[src/rtl/dmem_access_ctrl.sv]
// dmem_access_ctrl
// Sequences MEM-stage loads and stores onto a word-wide data-memory port.
// Store data and byte enables are steered onto the correct lanes. Accesses
// that straddle a word boundary are split into two word beats, or rejected
// when MISALIGN_SPLIT is 0. Loaded bytes and halfwords are sign- or
// zero-extended. The pipeline is stalled whenever the block is not idle.
//
// Ports:
//   clk_i, rst_ni        core clock, asynchronous active-low reset
//   req_valid_i/ready_o  MEM-stage access handshake (ready only when idle)
//   req_we_i             1 = store, 0 = load
//   req_size_i           00 byte, 01 half, 10/11 word
//   req_unsigned_i       zero-extend loads (lbu/lhu)
//   req_addr_i           byte address
//   req_wdata_i          right-justified store data
//   rsp_valid_o          one-cycle completion pulse
//   rsp_rdata_o          extended load data (0 for stores)
//   rsp_err_o            misaligned access rejected (no-split build only)
//   stall_o              pipeline hold, the inverse of req_ready_o
//   mem_req_o/gnt_i      memory request, held until granted
//   mem_we_o, mem_addr_o, mem_be_o, mem_wdata_o   memory command fields
//   mem_rvalid_i/rdata_i read data return

module dmem_access_ctrl #(
   parameter logic MISALIGN_SPLIT = 1'b1
) (
   input  logic        clk_i,
   input  logic        rst_ni,
   input  logic        req_valid_i,
   output logic        req_ready_o,
   input  logic        req_we_i,
   input  logic [1:0]  req_size_i,
   input  logic        req_unsigned_i,
   input  logic [31:0] req_addr_i,
   input  logic [31:0] req_wdata_i,
   output logic        rsp_valid_o,
   output logic [31:0] rsp_rdata_o,
   output logic        rsp_err_o,
   output logic        stall_o,
   output logic        mem_req_o,
   input  logic        mem_gnt_i,
   output logic        mem_we_o,
   output logic [29:0] mem_addr_o,
   output logic [3:0]  mem_be_o,
   output logic [31:0] mem_wdata_o,
   input  logic        mem_rvalid_i,
   input  logic [31:0] mem_rdata_i
);

   typedef enum logic [2:0] {IDLE, REQ0, WAIT0, REQ1, WAIT1, RESP} state_e;

   state_e      state_q, state_d;

   logic        we_q, uns_q, err_q;
   logic [1:0]  size_q, off_q;
   logic [3:0]  be1_q;
   logic [31:0] wdata1_q, rdata0_q, rdata1_q;
   logic        mem_we_q;
   logic [29:0] mem_addr_q;
   logic [3:0]  mem_be_q;
   logic [31:0] mem_wdata_q;

   logic [7:0]  baseMask, laneMask;
   logic [31:0] dataMask;
   logic [63:0] storeImg;
   logic        misaligned, reject, accept, hasBeat1, startBeat1;
   logic [31:0] loadWord, loadExt;

   // Decode an incoming request into an 8-lane byte mask and a 64-bit store
   // image spanning two words; the upper halves describe the second beat.
   always_comb begin
      baseMask   = 8'h0F;
      dataMask   = 32'hFFFF_FFFF;
      misaligned = (req_addr_i[1:0] != 2'b00);
      case (req_size_i)
         2'b00: begin
            baseMask   = 8'h01;
            dataMask   = 32'h0000_00FF;
            misaligned = 1'b0;
         end
         2'b01: begin
            baseMask   = 8'h03;
            dataMask   = 32'h0000_FFFF;
            misaligned = req_addr_i[0];
         end
         default: ;
      endcase
      laneMask = baseMask << req_addr_i[1:0];
      storeImg = {32'b0, req_wdata_i & dataMask} << {req_addr_i[1:0], 3'b000};
      reject   = !MISALIGN_SPLIT && misaligned;
      accept   = (state_q == IDLE) && req_valid_i;
      hasBeat1 = (be1_q != 4'b0000);
   end

   // State register; reset abandons any access in flight, including the
   // second half of a split store.
   always_ff @(posedge clk_i or negedge rst_ni) begin
      if (!rst_ni) begin
         state_q <= IDLE;
      end else begin
         state_q <= state_d;
      end
   end

   // Next-state logic. Stores leave a REQ state on grant; loads wait for
   // read data before moving on to the next beat or the response.
   always_comb begin
      state_d = state_q;
      case (state_q)
         IDLE:  if (req_valid_i) state_d = reject ? RESP : REQ0;
         REQ0:  if (mem_gnt_i) state_d = we_q ? (hasBeat1 ? REQ1 : RESP) : WAIT0;
         WAIT0: if (mem_rvalid_i) state_d = hasBeat1 ? REQ1 : RESP;
         REQ1:  if (mem_gnt_i) state_d = we_q ? RESP : WAIT1;
         WAIT1: if (mem_rvalid_i) state_d = RESP;
         RESP:  state_d = IDLE;
         default: state_d = IDLE;
      endcase
      startBeat1 = (state_d == REQ1) && (state_q != REQ1);
   end

   // Request capture and memory command registers. Beat 0 is loaded at
   // accept so mem_* never depends combinationally on req_*; beat 1 reuses
   // the same registers with the next word address (wrapping at 30 bits).
   always_ff @(posedge clk_i or negedge rst_ni) begin
      if (!rst_ni) begin
         we_q        <= 1'b0;
         uns_q       <= 1'b0;
         err_q       <= 1'b0;
         size_q      <= 2'b00;
         off_q       <= 2'b00;
         be1_q       <= 4'b0000;
         wdata1_q    <= '0;
         rdata0_q    <= '0;
         rdata1_q    <= '0;
         mem_we_q    <= 1'b0;
         mem_addr_q  <= '0;
         mem_be_q    <= 4'b0000;
         mem_wdata_q <= '0;
      end else begin
         if (accept) begin
            we_q     <= req_we_i;
            uns_q    <= req_unsigned_i;
            err_q    <= reject;
            size_q   <= req_size_i;
            off_q    <= req_addr_i[1:0];
            be1_q    <= laneMask[7:4];
            wdata1_q <= storeImg[63:32];
            rdata0_q <= '0;
            rdata1_q <= '0;
            if (!reject) begin
               mem_we_q    <= req_we_i;
               mem_addr_q  <= req_addr_i[31:2];
               mem_be_q    <= laneMask[3:0];
               mem_wdata_q <= storeImg[31:0];
            end
         end
         if (startBeat1) begin
            mem_addr_q  <= mem_addr_q + 30'd1;
            mem_be_q    <= be1_q;
            mem_wdata_q <= wdata1_q;
         end
         if ((state_q == WAIT0) && mem_rvalid_i) rdata0_q <= mem_rdata_i;
         if ((state_q == WAIT1) && mem_rvalid_i) rdata1_q <= mem_rdata_i;
      end
   end

   // Outputs decoded from state and registers. Load data is the two captured
   // words shifted down by the byte offset, then trimmed and extended.
   always_comb begin
      loadWord = 32'({rdata1_q, rdata0_q} >> {off_q, 3'b000});
      case (size_q)
         2'b00:   loadExt = {{24{!uns_q && loadWord[7]}}, loadWord[7:0]};
         2'b01:   loadExt = {{16{!uns_q && loadWord[15]}}, loadWord[15:0]};
         default: loadExt = loadWord;
      endcase
      req_ready_o = (state_q == IDLE);
      stall_o     = (state_q != IDLE);
      mem_req_o   = (state_q == REQ0) || (state_q == REQ1);
      rsp_valid_o = (state_q == RESP);
      rsp_err_o   = (state_q == RESP) && err_q;
      rsp_rdata_o = ((state_q == RESP) && !we_q && !err_q) ? loadExt : '0;
      mem_we_o    = mem_we_q;
      mem_addr_o  = mem_addr_q;
      mem_be_o    = mem_be_q;
      mem_wdata_o = mem_wdata_q;
   end

endmodule

[config.mk]
export PLATFORM = sky130hd
export DESIGN_NAME = dmem_access_ctrl
export DESIGN_NICKNAME = d
export VERILOG_FILES = /design/src/rtl/dmem_access_ctrl.sv
export SDC_FILE = /design/constraint.sdc
export NUM_CORES = 1
export LEC_CHECK = 0
export ABC_AREA = 1
export CAP_MARGIN = 25
export CELL_PAD_IN_SITES_DETAIL_PLACEMENT = 1
export CELL_PAD_IN_SITES_GLOBAL_PLACEMENT = 1
export CORE_ASPECT_RATIO = 1.25
export CORE_MARGIN = 2
export CORE_UTILIZATION = 40
export CTS_BUF_LIST = sky130_fd_sc_hd__clkbuf_4
export CTS_CLUSTER_DIAMETER = 80
export CTS_CLUSTER_SIZE = 25
export DETAILED_ROUTE_END_ITERATION = 7
export GPL_TIMING_DRIVEN = 0
export PLACE_DENSITY = 0.84
export SETUP_SLACK_MARGIN = 0.4
export SYNTH_ARGS = -nofsm -noshare
export SYNTH_HDL_FRONTEND = slang
export SYNTH_SLANG_ARGS = --single-unit
[constraint.sdc]
create_clock -name clk_i -period 3.1 [get_ports clk_i]
set_input_delay 0.62 -clock clk_i [delete_from_list [all_inputs] [get_ports clk_i]]
set_output_delay 0.62 -clock clk_i [all_outputs]
set_load 0.01 [all_outputs]
==> results.sh, run 1 <==
export IMPL_ctsLongestPathBuffers=2
export IMPL_synth_edf_count=0
export IMPL_maxCapViolCount=0
export IMPL_num_io_pins=209
export IMPL_required_ns=2.48
export IMPL_grt_pass1_vias=10450
export IMPL_relSlewSlack_pct=36.91
export IMPL_synth_seq_cells=158
export IMPL_power_mw=11.33
export IMPL_synth_top_area_share_pct=44.12
export IMPL_wire_per_inst_um=21.27
export IMPL_placementRows=61
export IMPL_postSynthCellCount=1233
export IMPL_die_w_um=137.9
export IMPL_slowest_stage="dfrtp_1"
export IMPL_grt_max_degree=91
export IMPL_place_hpwl_um=27880
export IMPL_fin_crit_sh_pct=93.17
export IMPL_fp_dieH_um=171.3
export IMPL_ys_types=39
export IMPL_numCtsBuffers=17
export IMPL_cp_arrival_ns=2.27
export IMPL_synth_fp_nets=1339
export IMPL_port_buffers=206
export IMPL_power_frac_clock_pct=10.5
export IMPL_hold_path_class="in2reg"
export IMPL_max_freq_mhz=346.2
export IMPL_cts_sinks=158
export IMPL_drc_errors=0
export IMPL_synth_commonest_cells="nand2_1, dfrtp_1, inv_1, nand3_1, o21ai_0"
export IMPL_final_area_mm2=0.01212
export IMPL_die_area_mm2=0.02362
export IMPL_worst_path_buf_inv=3
export IMPL_tightestPinTransition_ns=0.9428
export IMPL_drive_gt1_share_pct=13.97
export IMPL_intPower_mw=5.848
export IMPL_coreArea_mm2=0.02213
export IMPL_cts_tree="done"
export IMPL_tns_ns=0
export IMPL_place_area_mm2=0.01141
export IMPL_pwr_share_seq_pct=33.4
export IMPL_start_util_pct=40.49
export IMPL_crit_type="reg2out"
export IMPL_yosysMostFrequentCell="nand2_1"
export IMPL_peakVddDrop_mv=0.3918
export IMPL_synthFlopType="dfrtp_1"
export IMPL_timing_rr_end="mem_wdata_o[3]$_DFFE_PN0P_"
export IMPL_yosysTopAreaCell="dfrtp_1"
export IMPL_cp_cell_sequence="buf_6 > nand2_2 > o21ai_2 > o21ai_1 > nand3_1 > nand3_4 > nand2_8 > clkbuf_16 > nor2_1 > buf_2"
export IMPL_clk_latency_ns=0.59
export IMPL_slew_violations=0
export IMPL_vias=9913
export IMPL_p_per_area_mw_per_mm2=934.9
export IMPL_setup_viol=0
export IMPL_endpoint="rsp_rdata_o[30]"
export IMPL_whs_ns=0.4423
export IMPL_fin_nets=1583
export IMPL_htreeDepth=4
export IMPL_cp_depth=10
export IMPL_fin_crit_ns=2.888
export IMPL_dr_pass1_iters=7
export IMPL_rrSetupSlack_ns=0.79
export IMPL_cts_root_buffer="clkbuf_4"
export IMPL_antenna_found_initial=2
export IMPL_netlist_area_mm2=0.008961
export IMPL_p_sw_share_pct=48.39
export IMPL_synth_area_per_cell_um2=7.268
export IMPL_drtIter0Drc=611
export IMPL_grt_pass1_wl_um=56950
export IMPL_power_leakage_nw=5.674
export IMPL_clock_skew_ns=0.03694
export IMPL_via_per_inst=5.588
export IMPL_async_reset_ff_share_pct=100.0
export IMPL_fin_util_pct=54.75
export IMPL_finalHoldViolCount=0
export IMPL_crit_start="off_q[0]$_DFFE_PN0P_"
export IMPL_ant_nets=0
export IMPL_yosysWarnings=0
export IMPL_critical_path_max_stage_delay_ns=0.44
export IMPL_reg2regPathDepth=7
export IMPL_drt_wl_total_um=37740
export IMPL_crit_family="simple AND/OR/NAND/NOR gates"
export IMPL_end_kind="output pin"
export IMPL_status="finished, final reports clean"
export IMPL_crit_fanout=5
export IMPL_place_congestion=0.9595
export IMPL_clk_pin_slew_worst_paths_ns=0.14
export IMPL_track_usage_pct=32.02
export IMPL_dp_cells=1723
export IMPL_worst_setup_path_start_kind="flop"
export IMPL_synthTopCellsByArea="dfrtp_1, nand2_1, nand3_1"
export IMPL_grt_overflow=0
export IMPL_pwr_share_comb_pct=56.1
export IMPL_pre_cts_ws_ns=-0.1915
export IMPL_layout_cells_non_filler=1774
export IMPL_rsz0062_at_grt="true"
export IMPL_r2r_start="state_q[1]$_DFF_PN0_"
export IMPL_yosysSeqAreaShare_pct=44.12
export IMPL_final_setup_worst_slack_ns=0.2118
export IMPL_switchingPower_mw=5.482
export IMPL_syn2layout_area_growth_pct=35.24
-- routing by layer --
metal	global-route usage (%)	share of wire, %	vias up
li1	-	-	4535
met1	38.55	39	4855
met2	55.08	50	421
met3	5.158	6.2	102
met4	15.93	4.6	0
met5	0	0	-
-- area by class of cell --
| class | instances | area (µm²) |
|---|---|---|
| repair buffers | 225 | 2116 |
| diodes | 2 | 5.005 |
| clock inverters | 13 | 107.6 |
| well taps | 283 | 354.1 |
| inverters | 134 | 519.2 |
| clock buffers | 18 | 135.1 |
| flip-flops and latches | 158 | 3956 |
| fillers | 2812 | 10010 |
| plain buffers | 68 | 430.4 |
| multi-input cells | 873 | 4496 |
-- layout by cell type (no fill, tap or decap), drive strengths merged, types with 2 or more instances in the layout --
master | synthesis | final
a21oi | 34 | 34
a221oi | 15 | 15
a31oi | 8 | 8
a32o | 3 | 3
buf | 38 | 87
clkbuf | 30 | 50
clkdlybuf4s50 | 0 | 172
clkinv | 2 | 6
clkinvlp | 0 | 4
dfrtp | 158 | 158
diode | 0 | 2
inv | 132 | 137
nand2 | 384 | 384
nand3 | 115 | 115
nand3b | 17 | 17
nand4 | 2 | 2
nor2 | 96 | 96
nor3 | 4 | 4
o211ai | 23 | 23
o21ai | 100 | 100
o221ai | 8 | 8
o22ai | 39 | 39
xnor2 | 5 | 5
xor2 | 14 | 14
-- worst min-delay path by stage --
stage                                         from                       end  slack, ns  cells after the start
after detailed placement   rdata0_q[1]$_DFFE_PN0P_   rdata0_q[1]$_DFFE_PN0P_       0.48                      2
after global routing                 req_addr_i[0]      be1_q[2]$_DFFE_PN0P_       0.42                      2
final                                req_addr_i[0]      be1_q[2]$_DFFE_PN0P_       0.44                      2
after CTS                            req_addr_i[0]      be1_q[2]$_DFFE_PN0P_       0.41                      2
after global placement    wdata1_q[13]$_DFFE_PN0P_  wdata1_q[13]$_DFFE_PN0P_       0.47                      2
after floorplan                             rst_ni      be1_q[0]$_DFFE_PN0P_       0.32                      0
-- worst reg2reg max path: stages (launching register included) --
cell and delay, ns:
dfrtp_1 0.41, buf_4 0.15, nor2_2 0.16, nand3_2 0.19, buf_2 0.27, nor2_1 0.74, nand3_1 0.21, nand3_1 0.16
-- power groups by stage --
stage	Combinational, mW	Sequential, mW	Clock, mW
6_report	6.35	3.79	1.19
5_1_grt	6.89	3.89	1.28
4_1_cts	6.02	3.76	1.21
3_5_place_dp	5.51	3.79	0
3_3_place_gp	5.38	3.77	0
2_1_floorplan	2.99	3.71	0
-- what timing repair did --
item	CTS	global route
resized for setup	226	41
buffers inserted	10	5
setup endpoints to repair	32	33
hold buffers	1	0
pin swaps	19	9
endpoints found under the hold margin	21	0
cloned	0	2
-- state kept, by name (all words and copies together), names as in the netlist --
name / cells
mem_wdata_o: 32
rdata0_q: 32
mem_addr_o: 30
rdata1_q: 24
wdata1_q: 24
mem_be_o: 4
be1_q: 3
state_q: 3
off_q: 2
size_q: 2
mem_we_o: 1
uns_q: 1
-- cells by family (layout without fill, tap and decap cells) --
logic type	count (synthesis)	count (layout)	share of synthesized area, %
simple gates	619	619	29.13
flops	158	158	44.12
fa+ha+maj	1	1	0.1396
other cells	1	3	0.04185
compound gates	233	233	15.53
xor+xnor	19	19	1.857
buf+inv	202	458	9.187
Power figures use the tool's default switching activity.
==> run 2, diff against run 1 <==
--- a/config.mk
+++ b/config.mk
@@ -6,7 +6,7 @@
 export NUM_CORES = 1
 export LEC_CHECK = 0
 export ABC_AREA = 1
-export CAP_MARGIN = 25
+export CAP_MARGIN = 20
 export CELL_PAD_IN_SITES_DETAIL_PLACEMENT = 1
 export CELL_PAD_IN_SITES_GLOBAL_PLACEMENT = 1
 export CORE_ASPECT_RATIO = 1.25
==> results of run 2 <==
The final DEF is identical to that of run 1; final timing and power are the same.
==> run 3, diff against run 2 <==
--- a/config.mk
+++ b/config.mk
@@ -16,7 +16,6 @@
 export CTS_CLUSTER_DIAMETER = 80
 export CTS_CLUSTER_SIZE = 25
 export DETAILED_ROUTE_END_ITERATION = 7
-export GPL_TIMING_DRIVEN = 0
 export PLACE_DENSITY = 0.84
 export SETUP_SLACK_MARGIN = 0.4
 export SYNTH_ARGS = -nofsm -noshare
==> run 3 against run 2 <==
Compared with the run above: cell count fell by 2.2%; sequential power hardly changed; clock-buffer cell count unchanged; combinational power fell by 4.4%; critical path type unchanged; largest power group unchanged.
==> results.sh, run 3 (synthesis gave the netlist of run 1 again) <==
export IMPL_cp_arrival_ns=2.27
export IMPL_end_kind="output pin"
export IMPL_antenna_found_initial=2
export IMPL_regArea_mm2=0.003958
export IMPL_clk_pin_slew_worst_paths_ns=0.16
export IMPL_ctsLongestPathBuffers=2
export IMPL_final_area_mm2=0.01211
export IMPL_placementRows=61
export IMPL_required_ns=2.48
export IMPL_grt_overflow=0
export IMPL_whs_ns=0.4804
export IMPL_status="finished, final reports clean"
export IMPL_num_io_pins=209
export IMPL_hold_path_class="in2async"
export IMPL_setup_viol=0
export IMPL_tns_ns=0
export IMPL_num_fill_cells=2784
export IMPL_pwr_share_seq_pct=33.6
export IMPL_slowest_stage="dfrtp_2"
export IMPL_place_area_mm2=0.01137
export IMPL_die_area_mm2=0.02362
export IMPL_multi_input_area_mm2=0.004522
export IMPL_place_congestion=0.8803
export IMPL_maxCapViolCount=0
export IMPL_port_buffers=207
export IMPL_cp_cell_sequence="buf_6 > nand2_2 > o21ai_4 > o21ai_2 > nand3_2 > nand3_4 > buf_6 > nand2_8 > nor2_4 > buf_6"
export IMPL_vias=9605
export IMPL_layout_common_cells="nand2_1, clkdlybuf4s50_1, dfrtp_1, inv_1, nand3_1"
export IMPL_final_common_cell="nand2_1"
export IMPL_p_sw_share_pct=46.50
export IMPL_drc_errors=0
export IMPL_htreeDepth=4
export IMPL_start_util_pct=40.49
export IMPL_power_frac_clock_pct=12.6
export IMPL_coreArea_mm2=0.02213
export IMPL_ant_nets=0
export IMPL_track_usage_pct=28.95
export IMPL_die_w_um=137.9
export IMPL_crit_fanout=8
export IMPL_pre_cts_ws_ns=0.2078
export IMPL_cts_sinks=158
export IMPL_power_leakage_nw=5.626
export IMPL_fin_crit_sh_pct=93.25
export IMPL_grt_max_degree=84
export IMPL_peakVddDrop_mv=0.3712
export IMPL_fin_crit_ns=2.891
export IMPL_max_freq_mhz=345.9
export IMPL_cts_tree="done"
export IMPL_dp_cells=1685
export IMPL_drt_wl_total_um=33930
export IMPL_finalHoldViolCount=0
export IMPL_tightestPinTransition_ns=0.8947
export IMPL_intPower_mw=6.041
export IMPL_rrSetupSlack_ns=0.79
export IMPL_clock_skew_ns=0.03349
export IMPL_crit_type="reg2out"
export IMPL_relSlewSlack_pct=40.35
export IMPL_dr_pass1_iters=6
export IMPL_via_per_inst=5.536
export IMPL_fin_nets=1545
export IMPL_place_hpwl_um=23170
export IMPL_wire_per_inst_um=19.55
export IMPL_switchingPower_mw=5.250
export IMPL_reg2regPathDepth=9
export IMPL_pwr_share_comb_pct=53.8
export IMPL_critical_path_max_stage_delay_ns=0.49
export IMPL_cts_root_buffer="clkbuf_4"
export IMPL_grt_pass1_vias=9960
export IMPL_r2r_start="be1_q[0]$_DFFE_PN0P_"
export IMPL_syn2layout_area_growth_pct=35.13
export IMPL_rsz0062_at_grt="true"
export IMPL_drtIter0Drc=515
export IMPL_layout_cells_non_filler=1735
export IMPL_grt_pass1_wl_um=52820
export IMPL_worst_setup_path_start_kind="flop"
export IMPL_final_setup_worst_slack_ns=0.2093
export IMPL_cp_common_cell="buf_6"
export IMPL_slew_violations=0
export IMPL_fp_dieH_um=171.3
export IMPL_drive_gt1_share_pct=13.16
export IMPL_clk_latency_ns=0.60
export IMPL_p_per_area_mw_per_mm2=932.4
export IMPL_timing_rr_end="mem_addr_o[29]$_DFFE_PN0P_"
export IMPL_numCtsBuffers=17
## run 3: cell count changes in the layout (fill, tap and decap cells not counted), moves of 4 or more
| cell | delta |
|---|---|
| nor2_1 | -8 |
| clkbuf_2 | -7 |
| clkbuf_1 | -18 |
| nor2_4 | +7 |
| buf_1 | -6 |
| o21ai_4 | -4 |
| buf_2 | -26 |
| buf_4 | +12 |
| buf_6 | +8 |
## run 3: layer usage
metal / routed length, µm / vias to the layer above / GRT usage, %
li1: - / 4460 / -
met1: 13470 / 4731 / 34.70
met2: 17460 / 341 / 50.32
met3: 1978 / 71 / 5.423
met4: 1005 / 2 / 12.56
met5: 16 / - / 0
## run 3: how the worst max path moves through the flow
| stage | startpoint | end | slack [ns] |
|---|---|---|---|
| final | off_q[0]$_DFFE_PN0P_ | rsp_rdata_o[28] | 0.21 |
| after CTS | off_q[0]$_DFFE_PN0P_ | rsp_rdata_o[27] | 0.25 |
| after global routing | off_q[0]$_DFFE_PN0P_ | rsp_rdata_o[28] | 0.07 |
| after global placement | mem_rvalid_i | mem_addr_o[28]$_DFFE_PN0P_ | 0.34 |
| after detailed placement | mem_rvalid_i | mem_addr_o[29]$_DFFE_PN0P_ | 0.21 |
| after floorplan | state_q[1]$_DFF_PN0_ | rsp_rdata_o[21] | 0.82 |
## run 3: area by class of cell
cell class	instances	area share (%)
Antenna cell	1	0.02067
Clock buffer	18	1.116
Clock inverter	13	1.457
Inverter	134	4.267
Multi-Input combinational cell	874	37.34
Sequential cell	158	32.68
Tap cell	283	2.924
Timing Repair Buffer	254	20.19
## run 3: repair_timing
item	CTS	global route
gates cloned	2	0
setup endpoints to repair	32	34
resized for setup	197	44
setup buffers	12	3
pin swaps	20	13
endpoints found under the hold margin	38	0
hold buffers	1	0
## run 3: worst max-delay path: cells and delay by family, from the launching register on
kind / cells / cell delay, ns
compound gates: 2 / 0.26
flops: 1 / 0.49
buf+inv: 3 / 0.39
simple gates: 5 / 0.55
## run 3: metrics by stage
step | total power, mW | utilization, %
after floorplan | 6.695 | -
after global placement | 8.852 | 51.38
after detailed placement | 9.074 | 51.38
after CTS | 11.01 | 53.83
after global routing | 12.07 | 54.71
final | 11.29 | 54.71
## run 3: power groups by stage
| stage | Clock, mW | Sequential, mW | Combinational (mW) |
|---|---|---|---|
| finish | 1.42 | 3.79 | 6.07 |
| global placement | 0 | 3.77 | 5.08 |
| detailed placement | 0 | 3.81 | 5.27 |
| CTS | 1.45 | 3.77 | 5.79 |
| global route | 1.53 | 3.90 | 6.64 |
| floorplan | 0 | 3.71 | 2.99 |
